`src/rtl/sr_latch_sync.sv`:
```
// sr_latch_sync
//   Bank of WIDTH independent clocked set/reset bits. It replaces a
//   cross-coupled NOR SR latch in fully synchronous logic. The forbidden
//   S=R=1 input has a defined resolution and is reported on error outputs.
//
// Parameters
//   WIDTH       number of independent SR bits
//   INIT        value loaded into Q on reset
//   BOTH_POLICY resolution of S=R=1:
//               0 = hold, 1 = set-dominant, 2 or above = reset-dominant
//
// Ports
//   clk        rising-edge clock
//   rst        synchronous reset, active-high, has priority over S/R
//   S, R       per-bit set / reset requests, sampled on the rising edge
//   Q          stored state (registered)
//   Qbar       bitwise complement of Q
//   both_err   per-bit pulse, high for the cycle after S=R=1 was sampled
//   err_sticky high once any both_err event has occurred, cleared by rst
module sr_latch_sync #(
  parameter int               WIDTH       = 1,
  parameter logic [WIDTH-1:0] INIT        = '0,
  parameter int               BOTH_POLICY = 2
) (
  input  logic             clk,
  input  logic             rst,
  input  logic [WIDTH-1:0] S,
  input  logic [WIDTH-1:0] R,
  output logic [WIDTH-1:0] Q,
  output logic [WIDTH-1:0] Qbar,
  output logic [WIDTH-1:0] both_err,
  output logic             err_sticky
);

  logic [WIDTH-1:0] q_next;
  logic [WIDTH-1:0] both;

  assign both = S & R;

  always_comb begin
    q_next = Q;
    for (int i = 0; i < WIDTH; i++) begin
      case ({S[i], R[i]})
        2'b10:   q_next[i] = 1'b1;
        2'b01:   q_next[i] = 1'b0;
        2'b11: begin
          if (BOTH_POLICY == 0)      q_next[i] = Q[i];
          else if (BOTH_POLICY == 1) q_next[i] = 1'b1;
          else                       q_next[i] = 1'b0;
        end
        default: q_next[i] = Q[i];
      endcase
    end
  end

  always_ff @(posedge clk) begin
    if (rst) begin
      Q          <= INIT;
      both_err   <= '0;
      err_sticky <= 1'b0;
    end else begin
      Q          <= q_next;
      both_err   <= both;
      err_sticky <= err_sticky | (|both);
    end
  end

  // Derived from Q rather than a second register so Q and Qbar can
  // never disagree, even transiently.
  assign Qbar = ~Q;

endmodule

```
`config.mk`:
```
export PLATFORM = sky130hd
export DESIGN_NAME = sr_latch_sync
export DESIGN_NICKNAME = d
export VERILOG_FILES = /design/src/rtl/sr_latch_sync.sv
export SDC_FILE = /design/constraint.sdc
export NUM_CORES = 1
export LEC_CHECK = 0
export ABC_CLOCK_PERIOD_IN_PS = 900
export CORE_AREA = 2 2 39 41
export DETAILED_ROUTE_END_ITERATION = 7
export DIE_AREA = 0 0 41 43
export GPL_TIMING_DRIVEN = 0
export HOLD_SLACK_MARGIN = 0.02
export PLACE_DENSITY = 0.31
export SLEW_MARGIN = 20
export SYNTH_ARGS = -nofsm -noshare
export SYNTH_HDL_FRONTEND = slang
export SYNTH_SLANG_ARGS = --single-unit
```
`constraint.sdc`:
```
create_clock -name clk -period 0.9 [get_ports clk]
set_clock_uncertainty 0.15 [all_clocks]
set_input_delay 0.09 -clock clk [delete_from_list [all_inputs] [get_ports clk]]
set_output_delay 0.09 -clock clk [all_outputs]
set_load 0.03 [all_outputs]
```
==> results of run 1 <==
worst max path at each step:
stage / start / to / slack [ps]
after detailed placement: Q$_SDFFE_PP0P_ / Qbar / -340
after CTS: Q$_SDFFE_PP0P_ / Qbar / -70
after global routing: Q$_SDFFE_PP0P_ / Qbar / -100
final: Q$_SDFFE_PP0P_ / Qbar / -60
after global placement: Q$_SDFFE_PP0P_ / Qbar / -340
after floorplan: err_sticky$_SDFF_PP0_ / err_sticky$_SDFF_PP0_ / 70
layer usage:
layer,vias up,part of all wire,track usage
li1,54,-,-
met1,46,0.43,0.0353
met2,8,0.30,0.0281
met3,2,0.24,0.0628
met4,0,0.024,0.0600
met5,-,0,0
critical path: stages, from the launching register on:
cell	delay [ps]
dfxtp_2	330
inv_2	40
buf_6	120
power by group:
part | total [mW] | switching [mW] | leakage (nW) | internal (mW)
clock | 0.230 | 0.0644 | 0.0150 | 0.166
sequential | 0.147 | 0.00463 | 0.0258 | 0.142
combinational | 0.0638 | 0.0323 | 0.0486 | 0.0315
total | 0.441 | 0.101 | 0.0894 | 0.340
metrics by stage:
stage	instances	util	area (sq um)	hold slack (ps)	TNS, ps
CTS	37	0.156	215	299	-190
finish	37	0.156	215	304	-141
global placement	33	0.134	185	309	-1520
floorplan	10	-	95.1	1.60	0
detailed placement	33	0.134	185	309	-1530
global route	37	0.156	215	317	-271
sequential cells by signal, indices dropped and copies added (netlist names):
name and cells:
both_err 1, err_sticky 1, Q 1
what timing repair did:
item                       in CTS  in global routing
pin swaps                       0                  0
resized for setup              30                  0
hold endpoints to repair        0                  0
setup endpoints to repair       4                  4
layout make-up:
class / count / area (sq um)
Timing Repair Buffer: 7 / 71.3
Sequential cell: 3 / 63.8
Clock buffer: 4 / 26.3
Tap cell: 16 / 20.0
Fill cell: 152 / 1170
Multi-Input combinational cell: 6 / 30.0
Inverter: 1 / 3.75
logic make-up after synthesis:
| kind of cell | after synthesis |
|---|---|
| buffers and inverters | 1 |
| flip-flops | 3 |
| AO/OA/AOI/OAI | 1 |
| AND/OR/NAND/NOR | 5 |
cell usage after synthesis:
cell | count | area share
nor3_2 | 1 | 0.11
nor2_1 | 3 | 0.12
inv_1 | 1 | 0.040
dfxtp_1 | 3 | 0.64
a21oi_1 | 1 | 0.053
nand2_1 | 1 | 0.040
==> out/results.ini, run 1 <==
[run_status]
status=complete, but fails checks
violations=setup timing

[drt]
routed_via_density=2.97
wl_per_cell_um=6.65
drt.antenna.violating_nets=0
drt_pass1_iterations=4
route.vias.total=110
drc_errors=0
totalWireLength_um=246
drt_iter0_markers=3

[clocking]
h-tree-depth=1
cts-root-buf=clkbuf_4
post-cts-setup-buffer-count=0
clk_pin_slew_ps=40
cts-buffers-inserted=3
clock_sinks=3
clockBufferDepth=2
worst_skew_pair.late_latency_ps=230
cts_tree=yes
cts_hold_buf=0

[grt]
grt_pass1_wl_um=365
antenna_found_initial=0
grt_pass1_vias=103
grt-ovfl-total=0
grt_util_all_layers=0.0411
grt_max_degree=4

[worst_setup_path]
reg2reg_depth=2
r2r_setup_slack_ps=150
timing.rr.start=Q$_SDFFE_PP0P_
cp.required_ps=660
crit_type=reg -> out
critPathMaxFanout=3
start_kind=flip-flop
r2r-end=Q$_SDFFE_PP0P_
endpoint_kind=output pin
arrival_ps=720

[placement]
place_ws_ps=-339
io_buffers=7
globalplace.congestion=0.482

[yosys]
syn-num-nets=14
syn_inst=10
ys_warn_count=0
synthSimpleGateAreaFrac=0.267
synth_top_family_by_area=simple AND/OR/NAND/NOR gates
synthAdderAreaFrac=0
yosysSeqAreaShare=0.640
synth_xor_area_frac=0
synth_area_per_cell_sq_um=9.38
synth-seq-cells=3
synth_compound_area_frac=0.0533
synthMuxAreaShare=0
synthesis.area_sq_um=93.8
ys_types=6

[pwr]
ir_drop_mv=0.391
p_leak_nw=0.0894
p_per_area_mw_per_mm2=2050
p_total_mw=0.441

[final_layout]
diodes=0
syn_to_final_growth_pct=129
drive_gt1_frac=0.571
mostFrequentLayoutCells=dfxtp_2, nor2_1, clkbuf_4, clkdlybuf4s50_1, buf_6
nNetsFinal=26

[timing]
max_clock_freq_mhz=1040
setup_viol=3
rsz0062_at_grt=true
period_needed_ps=962
worstMarginPinSlew_ps=144
timing.final.ws_setup_ps=-62.4
final_hold_viol_count=0
maxSlewViolCount=0
min_period_over_period=1.07
max_slew_margin=0.904

[floorplanning]
core-area_sq_mm=0.00138
initial_core_util=0.0678
die_width_um=41
dieArea_sq_mm=0.00176
pin_count=8
die_y_um=43
rows=14

[min_path]
hp-start=S
worstHoldEndpoint=both_err$_SDFF_PP0_
holdPathStages=3
hold_path.class=in -> reg

[flow_run]
drv_cap=0

Power figures use the tool's default switching activity.
==> run 2: changes to the inputs <==
- CTS_CLUSTER_DIAMETER: not set -> 50
==> results of run 2 <==
No change in the layout: final DEF, timing and power equal those of run 1.
